===== src/rtl/openhw_bmu_pkg.sv =====
// Shared types for the bit-manipulation unit: count-op encodings and operand-stage occupancy.
package openhw_bmu_pkg;

    typedef enum logic [1:0] {
        CNT_CLZ  = 2'b00,
        CNT_CTZ  = 2'b01,
        CNT_CPOP = 2'b10
    } cnt_op_t;

    typedef enum logic [1:0] {
        OPS_EMPTY,
        OPS_ONE,
        OPS_TWO
    } opstage_state_t;

endpackage


===== src/rtl/openhw_bitrev.sv =====
// Combinational bit reverse: y[i] = a[WIDTH-1-i].
// Latency: zero; no flow control.
module openhw_bitrev #(
    parameter int WIDTH = 32
) (
    input  logic [WIDTH-1:0] a,
    output logic [WIDTH-1:0] y
);

    for (genvar i = 0; i < WIDTH; i++) begin : g_rev
        assign y[i] = a[WIDTH-1-i];
    end

endmodule


===== src/rtl/openhw_flopenr.sv =====
// Flop with enable, synchronous active-high reset and synchronous clear to zero.
// Latency: one cycle; no flow control of its own.
module openhw_flopenr #(
    parameter int WIDTH = 1
) (
    input  logic             clk,
    input  logic             reset,
    input  logic             clear,
    input  logic             en,
    input  logic [WIDTH-1:0] d,
    output logic [WIDTH-1:0] q
);

    always_ff @(posedge clk) begin
        if (reset || clear) begin
            q <= '0;
        end else if (en) begin
            q <= d;
        end
    end

endmodule


===== src/rtl/openhw_cnt_opstage.sv =====
// Two-entry elastic operand stage feeding the count unit; outputs are flop-only, 1 cycle latency.
// Backpressure: InReady drops only when both entries are full and never depends on OutReady.
module openhw_cnt_opstage
    import openhw_bmu_pkg::*;
#(
    parameter int WIDTH = 32
) (
    input  logic             clk,
    input  logic             reset,
    input  logic             FlushE,
    input  logic             InValid,
    output logic             InReady,
    input  logic [WIDTH-1:0] SrcA,
    input  logic [1:0]       OpIn,
    input  logic             W64In,
    output logic             OutValid,
    input  logic             OutReady,
    output logic [WIDTH-1:0] A,
    output logic [WIDTH-1:0] RevA,
    output logic [1:0]       B,
    output logic             W64
);

    if (WIDTH != 32 && WIDTH != 64) begin : g_bad_width
        $error("openhw_cnt_opstage: WIDTH must be 32 or 64");
    end

    localparam int   EW   = 2*WIDTH + 3;
    localparam logic IS64 = (WIDTH == 64);

    opstage_state_t   state_q, state_d;
    logic             accept, pop, head_en, skid_en;
    logic [WIDTH-1:0] src_rev;
    logic [EW-1:0]    in_ent, head_d, head_q, skid_q;

    assign InReady  = (state_q != OPS_TWO);
    assign OutValid = (state_q != OPS_EMPTY);
    assign accept   = InValid && InReady;
    assign pop      = OutValid && OutReady;

    // Reversal happens before storage so the counter only ever sees flop outputs.
    openhw_bitrev #(.WIDTH(WIDTH)) u_bitrev (
        .a (SrcA),
        .y (src_rev)
    );

    assign in_ent = {W64In & IS64, OpIn, src_rev, SrcA};

    // Head loads new data when empty or replacing a popped entry; from skid when draining TWO.
    assign head_en = (accept && (state_q == OPS_EMPTY || pop)) || (pop && state_q == OPS_TWO);
    assign head_d  = (state_q == OPS_TWO) ? skid_q : in_ent;
    assign skid_en = accept && !pop && (state_q == OPS_ONE);

    openhw_flopenr #(.WIDTH(EW)) u_head (
        .clk   (clk),
        .reset (reset),
        .clear (FlushE),
        .en    (head_en),
        .d     (head_d),
        .q     (head_q)
    );

    openhw_flopenr #(.WIDTH(EW)) u_skid (
        .clk   (clk),
        .reset (reset),
        .clear (FlushE),
        .en    (skid_en),
        .d     (in_ent),
        .q     (skid_q)
    );

    assign {W64, B, RevA, A} = head_q;

    always_comb begin
        state_d = state_q;
        unique case (state_q)
            OPS_EMPTY: if (accept) state_d = OPS_ONE;
            OPS_ONE: begin
                if (accept && !pop)      state_d = OPS_TWO;
                else if (pop && !accept) state_d = OPS_EMPTY;
            end
            OPS_TWO:   if (pop) state_d = OPS_ONE;
            default:   state_d = OPS_EMPTY;
        endcase
    end

    always_ff @(posedge clk) begin
        if (reset || FlushE) begin
            state_q <= OPS_EMPTY;
        end else begin
            state_q <= state_d;
        end
    end

    a_hold_stable: assert property (@(posedge clk) disable iff (reset || FlushE)
        (OutValid && !OutReady) |=> (OutValid && $stable(head_q)));

    a_no_accept_full: assert property (@(posedge clk) disable iff (reset)
        !(InValid && InReady && state_q == OPS_TWO));

endmodule


===== config.mk =====
export PLATFORM = sky130hd
export DESIGN_NAME = openhw_cnt_opstage
export DESIGN_NICKNAME = d
export VERILOG_FILES = /design/src/rtl/openhw_bmu_pkg.sv /design/src/rtl/openhw_bitrev.sv /design/src/rtl/openhw_flopenr.sv /design/src/rtl/openhw_cnt_opstage.sv
export SDC_FILE = /design/constraint.sdc
export NUM_CORES = 1
export LEC_CHECK = 0
export ABC_AREA = 1
export CAP_MARGIN = 10
export CORE_ASPECT_RATIO = 0.5
export CORE_MARGIN = 2
export CORE_UTILIZATION = 51
export DETAILED_ROUTE_END_ITERATION = 6
export PLACE_DENSITY = 0.85
export SYNTH_ARGS = -nofsm -noshare
export SYNTH_HDL_FRONTEND = slang
export SYNTH_SLANG_ARGS = --single-unit

===== constraint.sdc =====
create_clock -name clk -period 1.7 [get_ports clk]
set_input_delay 0.34 -clock clk [delete_from_list [all_inputs] [get_ports clk]]
set_output_delay 0.34 -clock clk [all_outputs]
set_load 0.02 [all_outputs]

* Word-level counts from Yosys, hierarchy flattened
Cells that the tools add are included.
** Cells by class
- Eq/ne operators :: 6
- Mux-type cells :: 6
- Reduce and logical (&&, ||, !) cells :: 15
** Operators by type and width (number)
- two-way mux 66 bit :: 1
- two-way mux 2 bit :: 4
- logical AND 1 bit :: 7
- inequality test 2 bit, second input constant :: 3
- case mux 2 bit (3 select lines) :: 1
- logical OR 1 bit :: 3
- inequality test 3 x 2 -> 1 bit, second input constant :: 1
- AND reduction 3 bit :: 1
- == test 2 x 1 -> 1 bit, second input constant :: 1
- == test 2 bit, second input constant :: 1
- zero test 1 bit :: 2
- zero test 2 bit :: 1
- nonzero test 2 bit :: 1
** Word-level totals
- Register bits :: 135
- Bits of input ports :: 40
- Output and inout port bits :: 69
- Word-level logic and storage cells :: 30

* Longest topological paths before layout
- Depth after elaboration :: 7
- Depth in mapped cells :: 9
- Depth with buffers taken out :: 7

* Hierarchy
A second synthesis with hierarchy kept.
** Second synthesis, totals
- Cell total of the unflattened synthesis :: 1126
- Area, all modules :: 6759.0 µm²
** By module, submodules not included
- openhw_flopenr :: instances 2, cells an instance 425, area an instance 2761.4 µm², seq. area each 1341.3 µm²
- openhw_cnt_opstage :: instances 1, cells an instance 244, area an instance 996.0 µm², seq. area each 40.0 µm²
- openhw_bitrev :: instances 1, cells an instance 32, area an instance 240.2 µm², seq. area each 0.0 µm²

* Least setup slack after synthesis
Ideal clock, no wire load.
- Path kind :: reg-to-reg
- Start point :: register state_q[1]
- End point :: register u_head.q[37]
- Library setup time :: 113 ps
- Arrival :: 1078 ps
- Data required time :: 1587 ps
- Setup slack :: 509 ps
- Cell stages (with the launch flop) :: 9
- Buffers on the path :: 1
- Period minus slack after synthesis :: 1191 ps
- Cell sequence :: dfxtp_1 -> inv_2 -> nand2_2 -> nand2_1 -> nand2_2 -> buf_2 -> nand2_1 -> nand2_1 -> nor2_1
** On the way
- Word-level cells in the longest chain between the ends :: 5
- Elaborated cells between the ends (all ways) :: 11
- Those cells by class :: 2 x eq/ne; 1 x mux; 8 x reduce/logical
** RTL lines
- start, declared :: line openhw_cnt_opstage.sv:31 : opstage_state_t state_q, state_d;
- start signal, assigned :: line openhw_cnt_opstage.sv:91 : state_q <= state_d;
- nonzero test 2 bit (*) :: line openhw_cnt_opstage.sv:37 : assign OutValid = (state_q != OPS_EMPTY);
- named net OutValid :: line openhw_cnt_opstage.sv:16 : output logic OutValid,
- logical AND 1 bit (*) :: line openhw_cnt_opstage.sv:39 : assign pop = OutValid && OutReady;
- logical OR 1 bit :: line openhw_cnt_opstage.sv:50 : assign head_en = (accept && (state_q == OPS_EMPTY || pop)) || (pop && state_q == OPS_TWO);
- logical AND 1 bit :: line openhw_cnt_opstage.sv:50
- logical OR 1 bit (*) :: line openhw_cnt_opstage.sv:50
- end signal, assigned :: line openhw_flopenr.sv:16 : q <= '0;
- end signal, assigned :: line openhw_flopenr.sv:18 : q <= d;
- end, declared :: line openhw_flopenr.sv:11 : output logic [WIDTH-1:0] q
Mark *: on every way through the listed nets, which the timed path passes. The rest lies on a longest branch.
A chain may end at the register's enable or synchronous reset.

==> parameters.txt <==
Parameter                              Value

Run status
  Status ... finished, final reports clean

Logic synthesis
  Post-Synthesis Cells ... between 600 and 700
  Top-area cell type share of the netlist area ... between 30% and 40%
  Synthesized netlist net count ... roughly 640
  Synth top area cells ... dfxtp_1, nand2_1, nor2_1
  Register area share after synthesis ... approximately 38%
  Seq cells post-synth ... 70
  Avg Synthesized Cell Area ... approximately 6 µm²
  Top cell type by total area after synthesis ... dfxtp_1
  Yosys Warn Count ... 0
  Syn Std Cell Area ... 0.00370 mm²
  Number of unique standard cell types used by synthesis ... 19

CTS
  Maximum buffer depth of the clock tree ... 2
  Number of buffers created by CTS ... 9
  Clk_lat worst skew ... between 0.3 and 0.4 ns
  Root cell of the clock tree ... clkbuf_16
  Maximum level of the CTS H-tree ... 3
  Worst-path clk slew ... ~0.050 ns
  TritonCTS clock tree ... built
  Cts-stage hold buffer count ... 0
  Post-CTS Setup Bufs ... 0
  # clock sinks ... 70

Worst setup path
  Crit path cell chain ... clkdlybuf4s50_1
  Largest delay contributor family on the critical path ... buffers and inverters
  Signal arrival time at the worst endpoint ... between 1 and 1.5 ns
  Max stage delay on crit path ... between 0.6 and 0.7 ns
  WP data required ... approximately 1.4 ns
  Worst path buffer plus inverter count ... 1
  Kind of start point of the critical path ... flip-flop
  Type of the setup path with the least slack ... reg2out
  Crit path max fanout ... 3
  Kind of end point of the critical path ... primary output
  Cell with the largest stage delay on the worst path ... clkdlybuf4s50_1

STA
  Fin. max-slew vios ... 0
  Final period demand of the worst path ... 1.64 ns
  Final Hold Violating Endpoints ... 0
  Number of endpoints failing setup at the final stage ... 0
  Fin Clk Skew ... roughly 0.002 ns
  RSZ-0062 raised after global routing ... no
  Sum of negative setup slack ... 0 ns
  Ratio of final minimum period to clock period ... 96.7%
  Maximum clock frequency ... 0.608 GHz

Placed design
  GP Congestion ... between 0.7 and 0.8
  Count of input and output buffers ... 106
  Dpl cell area ... 0.00461 mm²
  Placed wire-length estimate ... 5720 µm

Routing
  DRT iter0 DRCs ... 270
  Vias per cell ... roughly 4.7
  Remaining number of nets flagged by the antenna check after routing ... 0
  Length of the first detailed-routing pass in iterations ... 5
  Count of unresolved DRC violations after routing ... 0
  Via total after detailed routing ... about 3500
  DRT Wirelength ... 8370 µm
  Per-cell routed wire length ... about 11 µm

Floorplanning
  Total number of placement rows ... 21
  Ports ... 109
  Core area ... a little under 0.007 mm²
  Die boundary width ... 125 µm
  Chip height ... ~64 µm
  Overall die area ... ~0.008 mm²
  Starting utilization of the core area ... between 50% and 60%

Cells and area
  Area Growth Syn to Fin ... 31.7%
  Fraction of layout instances using a drive strength above 1 ... under 10%
  Most used cells in the layout excluding fill and tap cells ... nand2_1, nor2_1, clkdlybuf4s50_1
  NumNets Final ... between 700 and 800
  Most common library cell in the layout ignoring fill and taps ... nand2_1
  Final Instance Area ... roughly 0.005 mm²
  Antenna cell count ... 0

GRT
  GRT Overall Usage ... around 22%
  Largest net degree at the start of global routing ... 53
  Global-route wire length before repair ... 14200 µm
  Initial antenna violation count ... 0
  Via count of the first global-routing pass ... ~3200
  GR Overflow Total ... 0

Pwr
  Leak Pwr ... ~2.2 nW
  Areal power density over the cells ... around 840 mW/mm²
  Peak VDD IR ... between 0.5 and 0.6 mV

Run
  Maxcap violations ... 0

Min path
  Min-Delay Path Class ... reg2reg
==> Yosys cell counts <==
master    number
nand2_2        2
a21oi_1        1
nor2_1       139
inv_1         69
inv_4          1
nand4_1       34
nand2_1      209
a21boi_0       1
nor3_1         1
buf_4         37
o21ai_0        1
nor2_4         2
dfxtp_1       70
inv_2          3
buf_1          6
conb_1         1
buf_6          6
clkbuf_1       9
buf_2          9
==> what timing repair did <==
| action | 4_1_cts | 5_1_grt |
|---|---|---|
| setup endpoints to repair | 2 | 1 |
| hold endpoints to repair | 0 | 0 |
| resized for setup | 2 | 1 |
==> per-stage QoR <==
stage | setup slack [ns] | power [mW] | util, % | hold WS, ns | std cells
detailed placement | 0.0446 | 2.44 | 67.2 | 0.458 | 746
floorplan | 0.509 | 2.18 | - | 0.441 | 601
finish | 0.0564 | 4.09 | 71.1 | 0.464 | 761
CTS | 0.0343 | 4.13 | 71.1 | 0.471 | 761
global route | 0.00446 | 4.30 | 71.1 | 0.486 | 761
global placement | 0.100 | 2.43 | 67.2 | 0.449 | 746
==> power by group <==
part           internal [mW]  switching (mW)
registers               1.69          0.0298
clock network           1.06           0.630
logic                  0.317           0.371
==> per-layer routing <==
layer  GRT usage [%]  wire (µm)  part of all wire [%]
met5               0          0                     0
met4            5.76         66                  0.79
met3            5.53        497                   5.9
met2            38.4       4080                    49
met1            26.3       3720                    44
==> path summary, 6_finish.rpt <==
check                             startpoint            to  slack (ns)  cells past startpoint
worst min-delay path            u_skid.q[61]  u_skid.q[61]        0.46                      2
worst max register to register    state_q[1]  u_head.q[53]        0.22                      7
worst min register to register  u_skid.q[61]  u_skid.q[61]        0.46                      2
worst max-delay path            u_head.q[51]         A[12]        0.06                      1
==> layout make-up <==
class	instances	area (µm²)
clock inverters	1	5.00
inverters	73	277
well taps	92	115
flip-flops and latches	70	1400
fillers	563	1980
clock buffers	14	264
repair buffers	120	1230
multi-input cells	391	1590
==> kinds of logic after synthesis <==
kind of cell / synth area share (%)
AND/OR/NAND/NOR: 42.1
buffers and inverters: 19.5
flip-flops: 37.8
AO/OA/AOI/OAI: 0.473
other: 0.101
==> flip-flops by register name, indices dropped and copies added (netlist names) <==
register / cells
u_skid.q: 34
u_head.q: 34
state_q: 2
(Power assumes the default switching activity.)
